**src/rtl/pwm_bank_pkg.sv**
```systemverilog
// pwm_bank_pkg: register map, CTRL bit positions, reset constants and the
// per-channel PWM level function shared by the pwm_bank slice.
package pwm_bank_pkg;

  localparam logic [7:0] ADDR_OUT_EN    = 8'h00;
  localparam logic [7:0] ADDR_PWM_EN    = 8'h04;
  localparam logic [7:0] ADDR_PRESC     = 8'h08;
  localparam logic [7:0] ADDR_CTRL      = 8'h09;
  localparam logic [7:0] ADDR_DUTY_BASE = 8'h10;

  localparam int unsigned CTRL_RUN  = 0;
  localparam int unsigned CTRL_SYNC = 1;

  localparam logic [7:0] CTRL_RESET = 8'h01;
  localparam logic [7:0] CNT_MAX    = 8'd254;

  // Duty 0xFF is forced high so that full scale is a constant level even
  // though cnt never reaches 255.
  function automatic logic pwm_level(input logic [7:0] duty, input logic [7:0] cnt);
    return (duty == 8'hFF) || (cnt < duty);
  endfunction

endpackage

```
**src/rtl/pwm_bank_if.sv**
```systemverilog
// pwm_bank_if: register write port of pwm_bank.
//   wr_en   - write strobe, one write per cycle it is high
//   wr_addr - register address
//   wr_data - register write data
interface pwm_bank_if;
  logic       wr_en;
  logic [7:0] wr_addr;
  logic [7:0] wr_data;

  modport master (output wr_en, output wr_addr, output wr_data);
  modport slave  (input  wr_en, input  wr_addr, input  wr_data);
endinterface

```
**src/rtl/pwm_timebase.sv**
```systemverilog
// pwm_timebase: prescaler and 255-step period counter for pwm_bank.
//   clk, rst_n  - clock, asynchronous active-low reset
//   run         - counting enable; when low prescaler and cnt are held at 0
//   presc       - prescaler terminal value (cnt advances every presc+1 clocks)
//   cnt         - registered period counter, 0..254
//   wrap        - high in the cycle whose edge takes cnt from 254 to 0
//   period_end  - registered one-cycle pulse while cnt first reads 0 after a wrap
module pwm_timebase
  import pwm_bank_pkg::*;
#(
  parameter int PRESC_W = 8
) (
  input  logic               clk,
  input  logic               rst_n,
  input  logic               run,
  input  logic [PRESC_W-1:0] presc,
  output logic [7:0]         cnt,
  output logic               wrap,
  output logic               period_end
);

  logic [PRESC_W-1:0] presc_cnt_q, presc_cnt_d;
  logic [7:0]         cnt_q, cnt_d;
  logic               period_end_q, period_end_d;
  logic               tick;

  assign tick = run && (presc_cnt_q == presc);
  assign wrap = tick && (cnt_q == CNT_MAX);

  always_comb begin
    presc_cnt_d  = presc_cnt_q + 1'b1;
    cnt_d        = cnt_q;
    period_end_d = wrap;
    if (!run) begin
      presc_cnt_d = '0;
      cnt_d       = '0;
    end else if (presc_cnt_q >= presc) begin
      // '>' only after presc was lowered below the running count: clear, no tick
      presc_cnt_d = '0;
      if (tick) begin
        cnt_d = wrap ? '0 : cnt_q + 8'd1;
      end
    end
  end

  always_ff @(posedge clk or negedge rst_n) begin
    if (!rst_n) begin
      presc_cnt_q  <= '0;
      cnt_q        <= '0;
      period_end_q <= 1'b0;
    end else begin
      presc_cnt_q  <= presc_cnt_d;
      cnt_q        <= cnt_d;
      period_end_q <= period_end_d;
    end
  end

  assign cnt        = cnt_q;
  assign period_end = period_end_q;

endmodule

```
**src/rtl/pwm_bank.sv**
```systemverilog
// pwm_bank: CH-channel PWM generator with per-channel duty, prescaler,
// global run bit and optional period-synchronous (double-buffered) duty updates.
//   clk, rst_n  - clock, asynchronous active-low reset
//   bus         - register write port (pwm_bank_if.slave)
//   out         - registered per-channel PWM/static outputs
//   period_end  - registered one-cycle pulse at each period wrap
module pwm_bank
  import pwm_bank_pkg::*;
#(
  parameter int CH      = 16,
  parameter int PRESC_W = 8
) (
  input  logic          clk,
  input  logic          rst_n,
  pwm_bank_if.slave     bus,
  output logic [CH-1:0] out,
  output logic          period_end
);

  logic [CH-1:0]      out_en_q, out_en_d;
  logic [CH-1:0]      pwm_en_q, pwm_en_d;
  logic [PRESC_W-1:0] presc_q, presc_d;
  logic               run_q, run_d;
  logic               sync_q, sync_d;
  logic [CH-1:0][7:0] shadow_q, shadow_d;
  logic [CH-1:0][7:0] active_q, active_d;
  logic [CH-1:0]      out_q, out_d;
  logic [7:0]         cnt;
  logic               wrap;

  pwm_timebase #(.PRESC_W(PRESC_W)) u_timebase (
    .clk        (clk),
    .rst_n      (rst_n),
    .run        (run_q),
    .presc      (presc_q),
    .cnt        (cnt),
    .wrap       (wrap),
    .period_end (period_end)
  );

  always_comb begin
    out_en_d = out_en_q;
    pwm_en_d = pwm_en_q;
    presc_d  = presc_q;
    run_d    = run_q;
    sync_d   = sync_q;
    shadow_d = shadow_q;
    active_d = active_q;

    // Every wrap loads all shadows, regardless of SYNC: with SYNC=0 they already
    // equal the active duty except for writes left pending when SYNC was cleared.
    // A same-edge write below overrides only its shadow (or, with SYNC=0, its
    // active duty), so the wrap-time load uses the old shadow.
    if (wrap) begin
      active_d = shadow_q;
    end

    if (bus.wr_en) begin
      for (int unsigned i = 0; i < CH; i++) begin
        if (bus.wr_addr == 8'(ADDR_OUT_EN + i / 8)) begin
          out_en_d[i] = bus.wr_data[3'(i % 8)];
        end
        if (bus.wr_addr == 8'(ADDR_PWM_EN + i / 8)) begin
          pwm_en_d[i] = bus.wr_data[3'(i % 8)];
        end
        if (bus.wr_addr == 8'(ADDR_DUTY_BASE + i)) begin
          shadow_d[i] = bus.wr_data;
          if (!sync_q) begin
            active_d[i] = bus.wr_data;
          end
        end
      end
      if (bus.wr_addr == ADDR_PRESC) begin
        presc_d = bus.wr_data[PRESC_W-1:0];
      end
      if (bus.wr_addr == ADDR_CTRL) begin
        run_d  = bus.wr_data[CTRL_RUN];
        sync_d = bus.wr_data[CTRL_SYNC];
      end
    end
  end

  always_comb begin
    out_d = '0;
    for (int unsigned i = 0; i < CH; i++) begin
      out_d[i] = out_en_q[i] & (~pwm_en_q[i] | (run_q & pwm_level(active_q[i], cnt)));
    end
  end

  always_ff @(posedge clk or negedge rst_n) begin
    if (!rst_n) begin
      out_en_q <= '0;
      pwm_en_q <= '0;
      presc_q  <= '0;
      run_q    <= CTRL_RESET[CTRL_RUN];
      sync_q   <= CTRL_RESET[CTRL_SYNC];
      shadow_q <= '0;
      active_q <= '0;
      out_q    <= '0;
    end else begin
      out_en_q <= out_en_d;
      pwm_en_q <= pwm_en_d;
      presc_q  <= presc_d;
      run_q    <= run_d;
      sync_q   <= sync_d;
      shadow_q <= shadow_d;
      active_q <= active_d;
      out_q    <= out_d;
    end
  end

  assign out = out_q;

endmodule
```
**src/flat_wrapper.sv**
```systemverilog
// flat-port wrapper written by rule: the top's interface ports become plain ports
module pwm_bank_flat import pwm_bank_pkg::*;
#(
  parameter int CH      = 16,
  parameter int PRESC_W = 8
)
  (clk, rst_n, out, period_end, bus_wr_en, bus_wr_addr, bus_wr_data);
  pwm_bank_if bus_i ();
  input  logic clk;
  input  logic rst_n;
  output logic [CH-1:0] out;
  output logic period_end;
  input wire logic [$bits(bus_i.wr_en)-1:0] bus_wr_en;
  input wire logic [$bits(bus_i.wr_addr)-1:0] bus_wr_addr;
  input wire logic [$bits(bus_i.wr_data)-1:0] bus_wr_data;
  assign bus_i.wr_en = bus_wr_en;
  assign bus_i.wr_addr = bus_wr_addr;
  assign bus_i.wr_data = bus_wr_data;
  pwm_bank #(.CH(CH), .PRESC_W(PRESC_W)) u_core (.clk(clk), .rst_n(rst_n), .bus(bus_i), .out(out), .period_end(period_end));
endmodule
```
**config.mk**
```make
export PLATFORM = sky130hd
export DESIGN_NAME = pwm_bank_flat
export DESIGN_NICKNAME = d
export VERILOG_FILES = /design/src/rtl/pwm_bank_pkg.sv /design/src/rtl/pwm_bank_if.sv /design/src/rtl/pwm_timebase.sv /design/src/rtl/pwm_bank.sv /design/src/flat_wrapper.sv
export SDC_FILE = /design/constraint.sdc
export NUM_CORES = 1
export LEC_CHECK = 0
export CAP_MARGIN = 20
export CORE_UTILIZATION = 45
export DETAILED_ROUTE_END_ITERATION = 12
export GPL_TIMING_DRIVEN = 0
export PLACE_DENSITY = 0.67
export SYNTH_ARGS = -nofsm -noshare
export SYNTH_HDL_FRONTEND = slang
export SYNTH_HIERARCHICAL = 1
export SYNTH_SLANG_ARGS = --single-unit
```
**constraint.sdc**
```tcl
create_clock -name clk -period 2.56 [get_ports clk]
set_input_delay 0.256 -clock clk [delete_from_list [all_inputs] [get_ports clk]]
set_output_delay 0.256 -clock clk [all_outputs]
set_load 0.01 [all_outputs]
```
==> results of run 1 <==
==> per-layer routing <==
layer,vias to the layer above,global-route usage,wire length [um]
met5,-,0,0
met2,378,0.413,22500
met3,118,0.0414,2980
met4,0,0.0985,1840
li1,5795,-,-
met1,6366,0.327,20200
==> stage by stage <==
stage / power [uW] / setup TNS [ns]
after floorplan: 6250 / 0
after global placement: 6650 / -4539.84
final: 11800 / 0
after global routing: 12200 / 0
after CTS: 11900 / -0.00363
after detailed placement: 6700 / -142.91
==> power by group through the flow <==
stage | clock, uW | combinational (uW) | sequential (uW)
2_1_floorplan | 0 | 547 | 5700
3_3_place_gp | 0 | 893 | 5760
3_5_place_dp | 0 | 937 | 5760
4_1_cts | 5280 | 944 | 5670
5_1_grt | 5510 | 1040 | 5700
6_report | 5190 | 940 | 5670
==> sequential cells by signal, indices dropped and copies added, names as in the netlist <==
register and flops:
u_core/active_q 128, u_core/out 16, u_core/out_en_q 16, u_core/presc_q 8
u_core/pwm_en_q 16, u_core/run_q 1, u_core/shadow_q 128, u_core/sync_q 1
u_core/u_timebase/cnt 8, u_core/u_timebase/period_end 1, u_core/u_timebase/presc_cnt_q 8
==> Yosys cell counts (all sizes together), types with 2 or more instances <==
| cell | instances | share of area |
|---|---|---|
| nor2 | 138 | 0.030 |
| nand2 | 101 | 0.023 |
| clkbuf | 56 | 0.012 |
| mux2i | 128 | 0.074 |
| xnor2 | 5 | 0.0025 |
| o211ai | 9 | 0.0039 |
| nand3 | 25 | 0.0072 |
| o21ai | 61 | 0.018 |
| buf | 24 | 0.0062 |
| a221o | 9 | 0.0052 |
| a21oi | 116 | 0.034 |
| and2 | 6 | 0.0023 |
| nand4b | 8 | 0.0040 |
| or3b | 7 | 0.0035 |
| and4b | 2 | 0.0012 |
| nor3b | 14 | 0.0064 |
| ha | 123 | 0.089 |
| nor4b | 2 | 0.0022 |
| mux2 | 170 | 0.11 |
| or4b | 2 | 0.0014 |
| o2111ai | 14 | 0.0071 |
| dfrtp | 330 | 0.48 |
| o31a | 2 | 0.0012 |
| and3 | 4 | 0.0014 |
| nor2b | 6 | 0.0022 |
| a211oi | 7 | 0.0030 |
| o21a | 3 | 0.0013 |
| a21o | 7 | 0.0030 |
| o41ai | 7 | 0.0035 |
| a21boi | 2 | 0.00087 |
| and4 | 5 | 0.0028 |
| nand4 | 35 | 0.014 |
| nor3 | 15 | 0.0059 |
| a2111oi | 9 | 0.0046 |
| inv | 134 | 0.029 |
==> area by class of cell <==
type	instances	area, um^2	area share
Buffer	80	428	0.0216
Clock inverter	11	134	0.00677
Clock buffer	48	1030	0.0520
Tap cell	511	639	0.0323
Sequential cell	331	8300	0.420
Inverter	134	503	0.0254
Antenna cell	3	7.51	0.000380
Timing Repair Buffer	37	513	0.0260
Multi-Input combinational cell	1053	8220	0.416
==> cells by family (layout without fill, tap and decap cells) <==
group,count (synthesis),count (layout),share of synthesized area
simple gates,375,375,0.110
flops,331,331,0.478
mux,298,298,0.185
compound gates,251,251,0.0874
buf+inv,214,310,0.0474
fa+ha+maj,123,123,0.0889
xor+xnor,6,6,0.00303
other cells,0,3,0
==> worst paths after layout <==
kind	end	slack (ns)
max	u_core/active_q[2]	0.05
min	u_core/active_q[112]	0.28
max reg2reg	u_core/active_q[2]	0.05
min reg2reg	u_core/shadow_q[74]	0.50
max in group asynchronous	u_core/shadow_q[101]	1.12
min in group asynchronous	u_core/out[3]	0.37
==> what timing repair did <==
| action | 4_1_cts | 5_1_grt |
|---|---|---|
| hold buffers | 1 | 0 |
| setup buffers | 1 | 2 |
| gates resized for setup | 40 | 25 |
| endpoints found under the hold margin | 109 | 0 |
| pin swaps | 0 | 1 |
| setup endpoints to repair | 128 | 98 |
==> critical path, cell delays in order, from the launching register on <==
cell and delay (ns):
dfrtp_1 0.44, ha_1 0.32, and4_4 0.28, and2_2 0.21, and3_4 0.26, buf_8 0.20, clkbuf_8 0.23, mux2i_1 0.27
a21oi_1 0.12
==> flow_summary_export.csv, run 1 <==
group,metric,value,unit
floorplanning,num_io_pins,36,
power_and_ir_drop,peakVddDrop,0.447,mV
synthesis,synth_area,0.0173,mm^2
sta,hold_violations,0,
setup_path,crit_path_start,"u_core/u_timebase/presc_cnt_q[2]",
finish,fin_cells,2208,
power_and_ir_drop,p_leak,0.00971,uW
sta,setup_viol,0,
sta,fin_crit_sh,0.980,
cts,htree_levels,2,
cts,clk_path_buf_depth,3,
power_and_ir_drop,intPower,8960,uW
cts,cts_made_buffers,36,
place,hpwl,31500,um
sta,skew,0.0124,ns
detailed_routing,vias,12700,
sta,final_max_slew_viol_count,0,
sta,hold_slack,0.277,ns
synthesis,async_reset_ff_frac,1.00,
finish,drive_gt1_frac,0.180,
setup_path,rr_startpoint,"u_core/u_timebase/presc_cnt_q[2]",
synthesis,synth-edff-count,0,
global_route,grt_usage,0.250,
setup_path,end_kind,"flip-flop",
synthesis,ys_types,61,
global_route,antenna_found_initial,5,
detailed_routing,wl_per_cell,21.5,um
sta,min_period,2.51,ns
floorplanning,die_w,198,um
finish,final_area,0.0198,mm^2
sta,fmax,399,MHz
detailed_routing,firstDrtPassIters,6,
place,place_inst,2142,
place,gp_congestion,0.864,
sta,slew_headroom,0.295,
setup_path,rr_worst_depth,8,
place,port_buffers,24,
flow_run,maxCapViolations,0,
power_and_ir_drop,power_frac_seq,0.480,
synthesis,synth_warnings,6,
setup_path,critPathMaxFanout,10,
cts,clk_pin_slew_worst_paths,0.06,ns
finish,final_cell_mix,"323 x dfrtp_1, 167 x mux2_2, 135 x nor2_1",
floorplanning,die_height,198,um
detailed_routing,drt_iter0_drc,955,
detailed_routing,vias_per_cell,5.73,
cts,cts_tree,"yes",
synthesis,synth-seq-cells,331,
place,place_area,0.0184,mm^2
global_route,overflow,0,
power_and_ir_drop,power_frac_clock,0.440,
sta,rsz0062_at_grt,"false",
synthesis,avgSynthCellArea,10.8,um^2
synthesis,synth-seq-area-share,0.478,
power_and_ir_drop,swShare,0.241,
place,dpl_worst_slack,-1.24,ns
sta,worst_pin_slew,1.06,ns
sta,worst_slack,0.0521,ns
cts,clock_sinks,331,
finish,final_nets,1815,
finish,nFillCells,3296,
min_path,hp-class,"primary input to flip-flop",
min_path,hp-start,"bus_wr_addr[0]",
min_path,worstHoldPathCells,3,
detailed_routing,drc,0,
floorplanning,dieArea,0.0393,mm^2
setup_path,critPathKind,"flip-flop to flip-flop",
floorplanning,rows,71,
power_and_ir_drop,p_switching,2850,uW
power_and_ir_drop,comb_power_share,0.080,
setup_path,crit_required,2.92,ns
synthesis,synthCells,1598,
global_route,grt_max_degree,124,
setup_path,startpoint_type,"flip-flop",
cts,root_buffer,"clkbuf_16",
floorplanning,initial_utilization,0.459,
finish,area_delta_synth_final,14.2,%
synthesis,ys.flop_type,"dfrtp_1",
global_route,grt_pass1_vias,12800,
global_route,grt_first_pass_wirelength,73800,um
power_and_ir_drop,p_per_area,597,mW/mm^2
detailed_routing,drt-total-wl,47400,um
floorplanning,coreArea,0.0378,mm^2
synthesis,synth_nets,1740,
cts,clkLatencyLatePin,0.51,ns
finish,layout_commonest_cell,"dfrtp_1",
setup_path,cp.arrival,2.87,ns
run_status,status,"finished clean",
detailed_routing,ant_nets,0,
finish,fin_util,0.524,
No activity file was read; power rests on OpenSTA's default activity.
==> run 2, diff against run 1 <==
ABC_AREA = 1   (was not set)
==> run 2 against run 1 <==
Against the previous run: sequential cell count is the same; sequential power is 1% lower; clock skew increased by 0.0044 ns; critical path depth grew 3; final cell count increased by 26%; non-clock buffer count up 22; power grew 0.84%; first-iteration DRC count rose by 42%; synthesized area rose by 0.82%; critical endpoint is now u_core/active_q[80]; highest routed layer unchanged.
==> flow_summary_export.csv, run 2 <==
group,metric,value,unit
synthesis,synthCells,2155,
floorplanning,die_height,199,um
synthesis,synth_top_cell_by_area,"dfrtp_1",
detailed_routing,drt_iter0_drc,1355,
finish,regArea,0.00830,mm^2
sta,hold_violations,0,
setup_path,critPathKind,"flip-flop to flip-flop",
sta,worst_pin_slew,1.16,ns
power_and_ir_drop,p_leak,0.00948,uW
finish,reg.largest.list,"u_core/active_q x128, u_core/shadow_q x128",
finish,final_nets,2380,
cts,clk_pin_slew_worst_paths,0.06,ns
finish,final_cell_mix,"631 x nand2_1, 329 x o21ai_0, 323 x dfrtp_1",
sta,setup_viol,0,
synthesis,ys_types,37,
power_and_ir_drop,power_frac_clock,0.438,
floorplanning,rows,71,
global_route,grt_first_pass_wirelength,81800,um
global_route,grt_usage,0.274,
finish,multi_input_area,0.00779,mm^2
setup_path,rr_startpoint,"u_core/u_timebase/cnt[1]",
finish,antenna_cells,0,
synthesis,synth_warnings,6,
synthesis,synth-seq-area-share,0.475,
power_and_ir_drop,peakVddDrop,0.396,mV
cts,clk_path_buf_depth,3,
power_and_ir_drop,comb_power_share,0.091,
sta,hold_slack,0.341,ns
synthesis,yosys-top-cells-area,"dfrtp_1 47%, nand2_1 14%, o21ai_0 9.4%",
sta,fin_crit_sh,0.967,
sta,min_period,2.48,ns
synthesis,synth_nets,2297,
cts,clock_sinks,331,
synthesis,synth_area,0.0175,mm^2
synthesis,avgSynthCellArea,8.10,um^2
setup_path,startpoint_type,"flip-flop",
place,hpwl,35400,um
power_and_ir_drop,p_per_area,595,mW/mm^2
synthesis,synth.most_common_cell,"nand2_1",
global_route,grt_pass1_vias,14500,
setup_path,crit_top_cell,"buf_6",
setup_path,rr_worst_depth,11,
detailed_routing,firstDrtPassIters,5,
power_and_ir_drop,power.total,11900,uW
flow_run,maxCapViolations,0,
place,place_area,0.0187,mm^2
detailed_routing,vias_per_cell,5.44,
synthesis,ys.flop_type,"dfrtp_1",
place,gp_congestion,0.888,
place,port_buffers,35,
finish,layout_commonest_cell,"nand2_1",
cts,root_buffer,"clkbuf_16",
sta,skew,0.0168,ns
cts,htree_levels,2,
run_status,status,"finished clean",
detailed_routing,wl_per_cell,18.8,um
global_route,grt_max_degree,122,
setup_path,end_kind,"flip-flop",
finish,nFillCells,3507,
finish,area_delta_synth_final,14.5,%
setup_path,path_cells,"buf_16, ha_1, nand3_1, nor3_4, buf_6, buf_6, clkbuf_4, a21oi_1, nand2_1, o21ai_0, inv_1",
detailed_routing,drc,0,
setup_path,cpMaxStageDelayCell,"dfrtp_4",
cts,cts_tree,"yes",
floorplanning,die_w,199,um
power_and_ir_drop,p_switching,3010,uW
detailed_routing,ant_nets,0,
setup_path,crit_required,3.04,ns
synthesis,async_reset_ff_frac,1.00,
detailed_routing,vias,15100,
setup_path,crit_path_max_incr_delay,0.59,ns
global_route,overflow,0,
detailed_routing,drt-total-wl,52200,um
power_and_ir_drop,power_frac_seq,0.471,
floorplanning,initial_utilization,0.460,
setup_path,critPathMaxFanout,12,
global_route,antenna_found_initial,0,
setup_path,regToRegSetupSlack,0.08,ns
finish,final_area,0.0200,mm^2
synthesis,synth-seq-cells,331,
synthesis,yosys-top-cells-count,"631 x nand2_1, 330 x dfrtp_1, 329 x o21ai_0",
finish,drive_gt1_frac,0.0884,
min_path,hp-class,"primary input to asynchronous set/reset pin",
synthesis,synth.top_cell.area_share,0.473,
sta,final_max_slew_viol_count,0,
sta,fmax,404,MHz
floorplanning,num_io_pins,36,
sta,slew_headroom,0.224,
synthesis,synth-edff-count,0,
cts,clkLatencyLatePin,0.54,ns
power_and_ir_drop,swShare,0.253,
setup_path,r2r-end,"u_core/active_q[80]",
setup_path,cp.arrival,2.96,ns
floorplanning,coreArea,0.0379,mm^2
floorplanning,dieArea,0.0396,mm^2
cts,cts_made_buffers,36,
power_and_ir_drop,intPower,8890,uW
run 2: changes by cell type in the layout (fill, tap and decap cells not counted), moves of 16 or more:
cell,change
nor2_1,-40
mux2_2,-167
o21ai_2,+21
inv_1,+119
nand2_1,+536
o21ai_1,+16
mux2i_1,-128
nor4_1,+32
o21ai_0,+268
nand4_1,-28
run 2: logic make-up after synthesis:
logic type	synth area share
and+or+nand+nor	0.209
AOI/OAI and AO/OA	0.144
buffers and inverters	0.0801
DFF	0.475
adders and majority gates	0.0882
xor gates and xnor gates	0.00452
run 2: layout make-up:
type | instances | area share
Sequential cell | 331 | 0.415
Multi-Input combinational cell | 1466 | 0.389
Clock buffer | 56 | 0.0554
Inverter | 264 | 0.0497
Tap cell | 511 | 0.0320
Timing Repair Buffer | 47 | 0.0308
Buffer | 92 | 0.0241
Clock inverter | 7 | 0.00350
run 2: worst max path at each step:
stage	from	cells past startpoint	slack, ns	to
3_5_place_dp	u_core/u_timebase/cnt[5]	11	-1.26	u_core/active_q[4]
4_1_cts	u_core/u_timebase/presc_cnt_q[2]	12	0.003	u_core/active_q[77]
5_1_grt	u_core/u_timebase/presc_cnt_q[2]	12	-0.003	u_core/active_q[30]
3_3_place_gp	rst_n	1	-13.19	u_core/active_q[18]
2_1_floorplan	u_core/u_timebase/cnt[1]	9	0.1	u_core/active_q[106]
6_report	u_core/u_timebase/cnt[1]	11	0.08	u_core/active_q[80]
run 2: repair_timing:
item	4_1_cts	5_1_grt
buffers inserted	0	1
endpoints found under the hold margin	114	0
hold buffers	1	0
endpoints found under the setup margin	129	123
gates resized for setup	39	32
run 2: layer usage:
metal,wire [um],track usage,vias up
li1,-,-,7107
met1,21500,0.361,7272
met2,24400,0.448,556
met3,4010,0.0400,151
met4,2310,0.124,0
met5,0,0,-
run 2: power by group through the flow:
stage,registers (uW),logic (uW),clock network (uW)
6_report,5610,1090,5210
5_1_grt,5630,1230,5490
4_1_cts,5600,1080,5300
3_5_place_dp,5700,1080,0
3_3_place_gp,5700,1030,0
2_1_floorplan,5670,626,0
run 2: through the flow:
step	util	cells	worst slack, ns	TNS, ns
after floorplan	-	2155	0.100	0
after detailed placement	0.493	2711	-1.26	-134.85
after global routing	0.527	2774	-0.00288	-0.00559
after global placement	0.486	2701	-13.19	-4642.33
final	0.527	2774	0.0832	0
after CTS	0.526	2774	0.00333	0
run 2: critical path: cells and delay by family (launching register included):
| family | cells | cell delay [ns] |
|---|---|---|
| buffers and inverters | 5 | 1.00 |
| AND/OR/NAND/NOR | 3 | 0.48 |
| AO/OA/AOI/OAI | 2 | 0.18 |
| flip-flops | 1 | 0.59 |
| adder cells (fa/ha/maj) | 1 | 0.15 |
